$ cat config.mk
export PLATFORM = sky130hd
export DESIGN_NAME = mem_req_queue
export DESIGN_NICKNAME = d
export VERILOG_FILES = /design/src/rtl/mem_req_queue.sv
export SDC_FILE = /design/constraint.sdc
export NUM_CORES = 1
export LEC_CHECK = 0
export ABC_AREA = 1
export CAP_MARGIN = 25
export CORE_MARGIN = 2
export CORE_UTILIZATION = 45
export DETAILED_ROUTE_END_ITERATION = 12
export PLACE_DENSITY = 0.65
export RECOVER_POWER = 25
export REMOVE_ABC_BUFFERS = 1
export SLEW_MARGIN = 15
export SYNTH_ARGS = -nofsm -noshare
export SYNTH_HDL_FRONTEND = slang
export SYNTH_SLANG_ARGS = --single-unit
$ cat constraint.sdc
create_clock -name clk -period 8.88 [get_ports clk]
set_input_delay 1.776 -clock clk [delete_from_list [all_inputs] [get_ports clk]]
set_output_delay 1.776 -clock clk [all_outputs]
set_load 0.02 [all_outputs]
$ cat src/rtl/mem_req_queue.sv
// Host request front end for the memory controller: FIFO-buffers read/write
// requests, issues them one at a time and returns a response per request.
module mem_req_queue #(
    parameter int unsigned DEPTH   = 8,
    parameter int unsigned TIMEOUT = 64
) (
    input  logic                     clk,
    input  logic                     rst_n,
    input  logic                     req_valid,
    output logic                     req_ready,
    input  logic                     req_rdnwr,
    input  logic [15:0]              req_addr,
    input  logic [31:0]              req_wdata,
    output logic                     rsp_valid,
    output logic                     rsp_rdnwr,
    output logic [31:0]              rsp_data,
    output logic                     rsp_err,
    output logic [$clog2(DEPTH):0]   fifo_count,
    output logic                     cmd_n,
    output logic                     RDnWR,
    output logic [15:0]              Addr_in,
    output logic                     Data_in_vld,
    output logic [31:0]              Data_in,
    input  logic [2:0]               command,
    input  logic [31:0]              Data_out,
    input  logic                     data_out_vld
);

    localparam int unsigned AW = $clog2(DEPTH);
    localparam int unsigned PW = AW + 1;
    localparam int unsigned EW = 49;
    localparam int unsigned TW = 8;
    localparam logic [2:0]    CMD_NOP   = 3'b000;
    localparam logic [2:0]    CMD_WRITE = 3'b011;
    localparam logic [TW-1:0] TMO_LAST  = TW'(TIMEOUT - 1);
    localparam logic [PW-1:0] FULL_XOR  = {1'b1, {AW{1'b0}}};

    typedef enum logic [1:0] {
        Q_IDLE  = 2'd0,
        Q_ISSUE = 2'd1,
        Q_WAIT  = 2'd2,
        Q_DONE  = 2'd3
    } state_t;

    state_t          state;
    state_t          state_next;
    logic [EW-1:0]   mem [DEPTH];
    logic [EW-1:0]   head;
    logic [PW-1:0]   wptr;
    logic [PW-1:0]   rptr;
    logic [PW-1:0]   wptr_next;
    logic [PW-1:0]   rptr_next;
    logic            push;
    logic            pop;
    logic            empty;
    logic [TW-1:0]   tmo_cnt;
    logic [TW-1:0]   tmo_cnt_next;
    logic            err;
    logic            err_next;
    logic            complete;

    assign empty     = (wptr == rptr);
    assign push      = req_valid && req_ready;
    assign head      = mem[rptr[AW-1:0]];
    assign wptr_next = wptr + PW'(push);
    assign rptr_next = rptr + PW'(pop);

    // FIFO storage; contents need no reset because the pointers define validity
    always_ff @(posedge clk) begin
        if (push) begin
            mem[wptr[AW-1:0]] <= {req_rdnwr, req_addr, req_wdata};
        end
    end

    always_ff @(posedge clk or negedge rst_n) begin
        if (!rst_n) begin
            state <= Q_IDLE;
        end else begin
            state <= state_next;
        end
    end

    always_comb begin
        state_next   = state;
        pop          = 1'b0;
        tmo_cnt_next = tmo_cnt;
        err_next     = err;
        complete     = 1'b0;
        case (state)
            Q_IDLE: begin
                if (!empty && (command == CMD_NOP)) begin
                    state_next = Q_ISSUE;
                    pop        = 1'b1;
                end
            end
            Q_ISSUE: begin
                state_next   = Q_WAIT;
                tmo_cnt_next = '0;
            end
            Q_WAIT: begin
                complete = RDnWR ? data_out_vld : (command == CMD_WRITE);
                // completion takes priority over a coincident timeout
                if (complete) begin
                    state_next = Q_DONE;
                end else if (tmo_cnt == TMO_LAST) begin
                    state_next = Q_DONE;
                    err_next   = 1'b1;
                end else begin
                    tmo_cnt_next = tmo_cnt + TW'(1);
                end
            end
            Q_DONE: begin
                state_next = Q_IDLE;
                err_next   = 1'b0;
            end
            default: begin
                state_next = Q_IDLE;
            end
        endcase
    end

    // Pointers, occupancy and host-side ready
    always_ff @(posedge clk or negedge rst_n) begin
        if (!rst_n) begin
            wptr       <= '0;
            rptr       <= '0;
            fifo_count <= '0;
            req_ready  <= 1'b1;
            tmo_cnt    <= '0;
            err        <= 1'b0;
        end else begin
            wptr       <= wptr_next;
            rptr       <= rptr_next;
            fifo_count <= wptr_next - rptr_next;
            req_ready  <= ((wptr_next ^ rptr_next) != FULL_XOR);
            tmo_cnt    <= tmo_cnt_next;
            err        <= err_next;
        end
    end

    // Current request holding registers double as the controller-side bus
    always_ff @(posedge clk or negedge rst_n) begin
        if (!rst_n) begin
            RDnWR   <= 1'b0;
            Addr_in <= '0;
            Data_in <= '0;
        end else if (pop) begin
            RDnWR   <= head[48];
            Addr_in <= head[47:32];
            Data_in <= head[31:0];
        end
    end

    always_ff @(posedge clk or negedge rst_n) begin
        if (!rst_n) begin
            cmd_n       <= 1'b1;
            Data_in_vld <= 1'b0;
            rsp_valid   <= 1'b0;
            rsp_err     <= 1'b0;
            rsp_rdnwr   <= 1'b0;
            rsp_data    <= '0;
        end else begin
            cmd_n       <= (state_next != Q_ISSUE);
            Data_in_vld <= (state_next == Q_WAIT) && !RDnWR;
            rsp_valid   <= (state_next == Q_DONE);
            rsp_err     <= (state_next == Q_DONE) && err_next;
            if ((state == Q_WAIT) && (state_next == Q_DONE)) begin
                rsp_rdnwr <= RDnWR;
                if (!RDnWR) begin
                    rsp_data <= '0;
                end else if (complete) begin
                    rsp_data <= Data_out;
                end
            end
        end
    end

endmodule

* Word level (Yosys, flattened, before mapping)
Memories as Yosys holds them, arrays and structs flattened. A register that Yosys moved wholly into a read port is not among the register bits.
Cells that the tools add are included.
** Storage, ports and cells
- Flip-flop bits (word level) :: 61
- Bits in writable memories :: 392
- Output and inout port bits :: 91
- Word-level logic and storage cells :: 63
- Memories kept :: 1
** Memory list
- mem :: words 8, width 49, rd ports 1, clocked after memory_dff 1, write ports 1, line 47 : logic [EW-1:0] mem [DEPTH];
** Cells by class
- Add/subtract/negate cells :: 4
- Eq/ne operators :: 13
- Mux-type cells :: 18
- Bitwise logic cells :: 1
- Reductions and logical operators :: 13
** Operator list (number)
- $mux 32 :: 2
- $mux 8 :: 2
- $pmux 8 s2 :: 1
- $add 4x1->4 :: 2
- $add 8x1->8 const B :: 1
- $eq 2x2->1 const B :: 4
- $eq 8x6->1 const B :: 1
- $mux 1 :: 8
- $pmux 2 s4 :: 1
- $mux 2 :: 3
- $logic_and 1x1->1 :: 5
- $eq 4x4->1 :: 1
- $ne 2x1->1 const B :: 2
- $ne 2x2->1 const B :: 2
- $ne 4x4->1 const B :: 1
- $sub 4x4->4 :: 1
- $xor 4x4->4 :: 1
- $eq 3x2->1 const B :: 1
- $logic_not 1->1 :: 3
- $logic_not 3->1 :: 1
- $reduce_and 3->1 :: 1
- $eq 2x1->1 const B :: 1
- $logic_not 2->1 :: 1
- $pmux 1 s2 :: 1
- other kinds (2) :: 2

* Logic depth before layout (Yosys ltp)
Gate-level depths: netlist of the first run.
- Depth after elaboration :: 8
- Mapped depth :: 21

* Least setup slack after synthesis of the first run
OpenSTA, ideal clock, no wires.
- Path type :: in2reg
- Start point :: input port req_valid
- End point :: memory mem[1][0], enable pin
- Library setup time :: 0.456 ns
- Arrival :: 4.052 ns
- Required time :: 8.424 ns
- Setup slack :: 4.373 ns
- Stages on the path :: 4
- Cells stage by stage :: nand2_1 -> inv_1 -> nand2_1 -> nor2_1
** Between the ends
- Word-level cells in the longest chain between the ends :: 3
** RTL lines
- from (decl) :: line 9 : input logic req_valid,
- $logic_and 1x1->1 :: line 63 : assign push = req_valid && req_ready;
- $mux 1 :: line 70 : if (push) begin
- $mux 1 (implied by the code) :: line 71 : mem[wptr[AW-1:0]] <= {req_rdnwr, req_addr, req_wdata};
- to (decl) :: line 47
No other way between the ends.

==> flow_metrics.env, run 1 <==
export IMPL_coreArea_um2=43900
export IMPL_num_nets_final=1687
export IMPL_violations="capacitance limit, slew limit"
export IMPL_antenna_left=0
export IMPL_ys_seq_area_share_pct=72.9
export IMPL_syn_avg_cell_area_um2=14.0
export IMPL_max_slew_margin_pct=-142
export IMPL_die_area_um2=46000
export IMPL_groute_layer_met3_usage_pct=3.69
export IMPL_start_kind="primary input"
export IMPL_max_freq_mhz=200
export IMPL_die_y_um=214
export IMPL_drt_iter0_markers=1192
export IMPL_htree_levels=2
export IMPL_yosys_warnings=0
export IMPL_routed_wl_mm=45.7
export IMPL_drv_cap=1
export IMPL_syn_cell_area_um2=19900
export IMPL_worst_pin_slew_ps=3630
export IMPL_status="complete, but fails checks"
export IMPL_fin_util_pct=54.3
export IMPL_rsz0062_at_grt="no"
export IMPL_cts_setup_buffers=0
export IMPL_period_needed_ps=4990
export IMPL_hold_viol=0
export IMPL_slew_viol_final=50
export IMPL_cts_tree="done"
export IMPL_worst_path_largest_cell_delay_ps=2510
export IMPL_dp_final_hpwl_mm=24.2
export IMPL_start_util_pct=45.3
export IMPL_skew_ps=13.1
export IMPL_synth_edff_count=392
export IMPL_cts_root_buf="clkbuf_16"
export IMPL_max_vdd_ir_drop_mv=0.177
export IMPL_wl_per_cell_um=20.6
export IMPL_num_vias=12080
export IMPL_rows=77
export IMPL_drt_pass1_iterations=5
export IMPL_io_buffers=178
export IMPL_dpl_cell_count=2124
export IMPL_synthTopCellsByCount="edfxtp_1, nand2_1, nor2_1, dfrtp_1, o21ai_0"
export IMPL_worst_hold_slack_ps=482
export IMPL_dieWidth_um=214
export IMPL_use_met1_pct=27.5
export IMPL_async_reset_ff_share_pct=21.9
export IMPL_crit_fanout=49
export IMPL_synth_most_common_cell="edfxtp_1"
export IMPL_syn_inst=1424
export IMPL_globalRoute_busiestLayer="met2"
export IMPL_synth_top_area_share_pct=59.1
export IMPL_multi_input_area_um2=4700
export IMPL_globalRouteOverflowTotal=0
export IMPL_grt_pass1_wl_mm=71.0
export IMPL_cts_buffer_depth=3
export IMPL_place_area_um2=22200
export IMPL_powerDensity_nw_per_um2=324
export IMPL_numCtsBuffers=51
export IMPL_gp_congestion=0.829
export IMPL_cp_top_family="buffers and inverters"
export IMPL_setup_violations=0
export IMPL_first_global_vias=12206
export IMPL_antenna_found_initial=6
export IMPL_grt_use_met2_pct=32.2
export IMPL_p_leak_nw=8.76
export IMPL_cts_resized=0
export IMPL_ys_types=41
export IMPL_synth_main_ff_cell="edfxtp_1"
export IMPL_clk_pin_slew_worst_paths_ps=60
export IMPL_worstPathRequired_ps=8220
export IMPL_grtUsageTotal_pct=19.8
export IMPL_arrival_ps=4330
export IMPL_cp_slowest_cell="clkbuf_1"
export IMPL_nFillCells=3597
export IMPL_area_growth_syn_to_layout_pct=19.9
export IMPL_boundaryPins=179
export IMPL_drive_gt1_share_pct=7.62
export IMPL_worstSetupPathType="in -> async"
export IMPL_crit_buf_inv=1
export IMPL_yosysTopAreaCell="edfxtp_1"
export IMPL_endpoint_kind="asynchronous set/reset pin"
export IMPL_finalPower_mw=7.74
export IMPL_remaining_drc_errors=0
export IMPL_grt_max_degree=89
export IMPL_final_cell_count_no_fill=2220
export IMPL_crit_chain="clkbuf_1"
export IMPL_cts_sinks=502
export IMPL_synth_area_leaders="edfxtp_1, dfrtp_1, mux2i_1"
export IMPL_ys_seq_elements=502
export IMPL_vias_per_cell=5.44
export IMPL_worst_skew_pair_late_latency_ps=590
export IMPL_hp_class="reg -> reg"
export IMPL_hold_buffers=0
export IMPL_seqCellArea_um2=14500
export IMPL_fin_area_um2=23900
export IMPL_post_route_period_util_pct=56.2
-- kinds of logic (layout without fill, tap and decap cells) --
| family | after synthesis | in the layout | synth area share [%] |
|---|---|---|---|
| AND/OR/NAND/NOR | 403 | 403 | 8.77 |
| XOR/XNOR | 10 | 10 | 0.440 |
| adder cells (fa/ha/maj) | 13 | 13 | 0.817 |
| other | 0 | 1 | 0 |
| AO/OA/AOI/OAI | 243 | 243 | 8.43 |
| buffers and inverters | 157 | 360 | 3.77 |
| flip-flops | 502 | 502 | 72.9 |
| multiplexers | 96 | 96 | 4.83 |
-- where the power goes --
group,leakage (nW),switching [mW],total [mW],internal (mW)
registers,4.94,0.283,3.27,2.99
clock network,0.815,0.869,2.14,1.27
logic,3.00,1.45,2.33,0.878
-- final timing paths --
check                      startpoint             to  slack [ps]  cells past startpoint
setup / recovery                rst_n        rptr[0]        3890                      1
hold / removal             Data_in[7]     Data_in[7]         480                      2
setup reg to reg              rptr[1]  fifo_count[3]        4820                     19
hold reg to reg            Data_in[7]     Data_in[7]         480                      2
max in group clk              rptr[1]  fifo_count[3]        4820                     19
min in group asynchronous       rst_n     Addr_in[5]        2420                      1
-- state kept, by name (all words and copies together) (netlist names) --
name / flops
rsp_rdnwr: 1
RDnWR: 1
state: 2
rsp_valid: 1
Addr_in: 16
rsp_data: 32
fifo_count: 4
err: 1
rptr: 4
wptr: 4
mem: 392
cmd_n: 1
tmo_cnt: 8
rsp_err: 1
Data_in_vld: 1
Data_in: 32
req_ready: 1
-- final cells by class --
type / instances / share of cell area, %
antenna: 1 / 0.0105
clock inverter: 25 / 1.19
sequential: 502 / 60.9
clock buffer: 69 / 5.80
inverter: 69 / 1.11
tap: 592 / 3.10
multi-input combinational: 765 / 19.7
timing repair buffer: 197 / 8.20
-- per-layer routing --
layer  vias up  wire (µm)
met4         4        909
li1       5564          -
met1      6027      20300
met2       414      21600
met3        71       2920
met5         -         30
-- cell usage in the layout (no fill, tap or decap), types with 2 or more instances in the layout --
master,Yosys,layout
nand4_1,2,2
dlygate4sd3_1,0,29
xnor2_1,2,2
o211ai_1,2,2
nor3_1,3,3
inv_2,3,2
buf_4,10,17
clkinv_1,1,8
clkbuf_16,0,52
dfrtp_1,108,105
nor2_2,2,3
clkbuf_1,40,16
o221ai_1,96,96
nand3b_1,2,2
nand3_4,3,3
mux2i_1,96,96
xor2_1,8,8
bufinv_16,0,6
ha_1,13,13
clkbuf_8,0,2
clkdlybuf4s50_1,0,148
nand2_1,175,175
inv_4,1,2
edfxtp_1,392,392
a21oi_1,4,4
o21ai_0,103,103
clkinv_2,1,10
nand2_2,2,2
nor2_4,1,9
dfstp_2,2,2
o21bai_2,3,3
o21ai_1,3,3
inv_1,63,63
dfrtp_4,0,2
o21bai_1,29,29
nor2_1,123,114
nand3_1,87,87
buf_16,0,2
-- per-stage QoR --
stage / TNS [ps] / worst slack (ps)
floorplan: -943 / -345
global placement: 0 / 4360
detailed placement: 0 / 4290
CTS: 0 / 4770
global route: 0 / 3230
finish: 0 / 3890
Power figures use the tool's default switching activity.
==> run 2: changes to the inputs <==
==> constraint.sdc (replaced) <==
create_clock -name clk -period 5.25 [get_ports clk]
set_input_delay 1.05 -clock clk [delete_from_list [all_inputs] [get_ports clk]]
set_output_delay 1.05 -clock clk [all_outputs]
set_load 0.02 [all_outputs]
==> run 2 against run 1 <==
  * The flow still finishes with violations (capacitance limit, slew limit)
  * Critical path depth increased by 18
  * Count of clock-buffer cells in the layout increased by 1
  * Register-to-register slack got worse by 2800 ps
  * Highest routed layer unchanged
  * Sequential share of layout area decreased by 0.17 points
  * Largest cell class unchanged
  * Die area unchanged
  * Combinational power increased by 76%
  * Setup slack got worse by 1900 ps
  * Global-route usage decreased by 0.15 points
  * Utilization increased by 0.15 points
  * Final cell count increased by 0.36%
  * Via count about the same
  * Non-clock buffer count increased by 7
==> flow_metrics.env, run 2 (synthesis results as in run 1) <==
export IMPL_rows=77
export IMPL_grtUsageTotal_pct=19.7
export IMPL_worstReg2RegStart="rptr[1]"
export IMPL_max_vdd_ir_drop_mv=0.589
export IMPL_area_growth_syn_to_layout_pct=20.2
export IMPL_drt_met1_wl_mm=20.5
export IMPL_setup_violations=0
export IMPL_powerDensity_nw_per_um2=542
export IMPL_finalPower_mw=13.0
export IMPL_grt_max_degree=198
export IMPL_wl_met3_mm=2.91
export IMPL_numCtsBuffers=50
export IMPL_status="complete, but fails checks"
export IMPL_cts_sinks=502
export IMPL_start_util_pct=45.3
export IMPL_cts_buffer_depth=3
export IMPL_vias_per_cell=5.42
export IMPL_clk_pin_slew_worst_paths_ps=60
export IMPL_rsz0062_at_grt="no"
export IMPL_fin_util_pct=54.5
export IMPL_final_cell_mix="edfxtp_1, nand2_1, clkdlybuf4s50_1, nor2_1, dfrtp_1"
export IMPL_cp_startpoint="rptr[1]"
export IMPL_die_y_um=214
export IMPL_skew_ps=28.1
export IMPL_max_freq_mhz=311
export IMPL_num_nets_final=1693
export IMPL_num_vias=12083
export IMPL_drt_pass1_iterations=5
export IMPL_globalRouteOverflowTotal=0
export IMPL_hp_class="reg -> reg"
export IMPL_r2r_end="fifo_count[3]"
export IMPL_place_area_um2=22200
export IMPL_start_kind="register"
export IMPL_wl_per_cell_um=20.4
export IMPL_worstPathRequired_ps=5750
export IMPL_fin_area_um2=23900
export IMPL_routed_wl_mm=45.5
export IMPL_drv_cap=1
export IMPL_cp_common_cell="nand2_1"
export IMPL_boundaryPins=179
export IMPL_coreArea_um2=43900
export IMPL_worst_skew_pair_late_latency_ps=610
export IMPL_worstSetupPathType="reg -> reg"
export IMPL_drive_gt1_share_pct=8.27
export IMPL_post_route_period_util_pct=61.2
export IMPL_hold_buffers=0
export IMPL_slew_viol_final=85
export IMPL_endpoint="fifo_count[3]"
export IMPL_die_area_um2=46000
export IMPL_dp_final_hpwl_mm=25.9
export IMPL_cts_setup_buffers=0
export IMPL_largest_reg_flops=392
export IMPL_period_needed_ps=3210
export IMPL_worstRegToRegCells=19
export IMPL_antenna_left=0
export IMPL_p_leak_nw=8.81
export IMPL_r2r_setup_slack_ps=2040
export IMPL_cp_slowest_cell="buf_4"
export IMPL_max_slew_margin_pct=-66.5
export IMPL_crit_fanout=97
export IMPL_worst_pin_slew_ps=2500
export IMPL_antenna_found_initial=4
export IMPL_violations="capacitance limit, slew limit"
export IMPL_io_buffers=178
export IMPL_dieWidth_um=214
export IMPL_hold_viol=0
export IMPL_htree_levels=2
export IMPL_gp_congestion=0.807
export IMPL_remaining_drc_errors=0
export IMPL_first_global_vias=12085
export IMPL_grt_pass1_wl_mm=70.7
export IMPL_cts_resized=0
export IMPL_endpoint_kind="register"
export IMPL_drt_iter0_markers=1137
export IMPL_arrival_ps=3720
export IMPL_highest_layer="met5"
export IMPL_cts_root_buf="clkbuf_16"
export IMPL_worst_path_largest_cell_delay_ps=730
export IMPL_layout_commonest_cell="edfxtp_1"
export IMPL_wl_met2_mm=21.3
export IMPL_cts_tree="done"
export IMPL_crit_chain="buf_4 > nand2_1 > nand2_1 > nor2_1 > nand2_1 > nand2_1 > inv_1 > nand2_2 > inv_2 > ha_1 > ha_1 > xor2_1 > inv_1 > nand2_1 > nand2_1 > nor2_1 > nand2_1 > nand3_1 > xor2_1"
## run 2: routing by layer
layer | vias to the layer above | track usage (%)
li1 | 5579 | -
met1 | 6060 | 28.0
met2 | 386 | 31.1
met3 | 54 | 3.89
met4 | 4 | 5.60
met5 | - | 0
## run 2: area by class of cell
cell class | count | area, µm²
clock inverters | 23 | 215
multi-input cells | 765 | 4700
repair buffers | 204 | 2060
diodes | 3 | 7.51
flip-flops and latches | 502 | 14500
inverters | 69 | 265
fillers | 3671 | 20000
clock buffers | 70 | 1420
well taps | 592 | 741
## run 2: worst max-delay path: cells and delay by family, from the launching register on
family | cells | cell delay, ps
adders and majority gates | 2 | 370
buffers and inverters | 4 | 980
xor gates and xnor gates | 2 | 380
DFF | 1 | 410
and+or+nand+nor | 11 | 960
## run 2: worst min path at each step
| stage | from | to | depth (start not counted) |
|---|---|---|---|
| after floorplan | err | err | 2 |
| after global placement | Data_in[13] | Data_in[13] | 2 |
| after detailed placement | Data_in[19] | Data_in[19] | 2 |
| after CTS | Addr_in[12] | Addr_in[12] | 2 |
| after global routing | Data_in[18] | Data_in[18] | 2 |
| final | Addr_in[12] | Addr_in[12] | 2 |
## run 2: report_power, final
group / internal, mW / leakage (nW) / switching (mW)
sequential: 5.05 / 4.94 / 0.285
combinational: 1.51 / 3.05 / 2.58
clock: 2.04 / 0.808 / 1.50
## run 2: metrics by stage
step	setup TNS, ps	hold WS, ps	setup slack [ps]	std cells
global route	0	502	1670	2226
finish	0	475	2040	2228
CTS	0	483	2040	2222
global placement	0	464	1470	2129
detailed placement	0	466	1490	2129
floorplan	-259660	461	-3980	1336
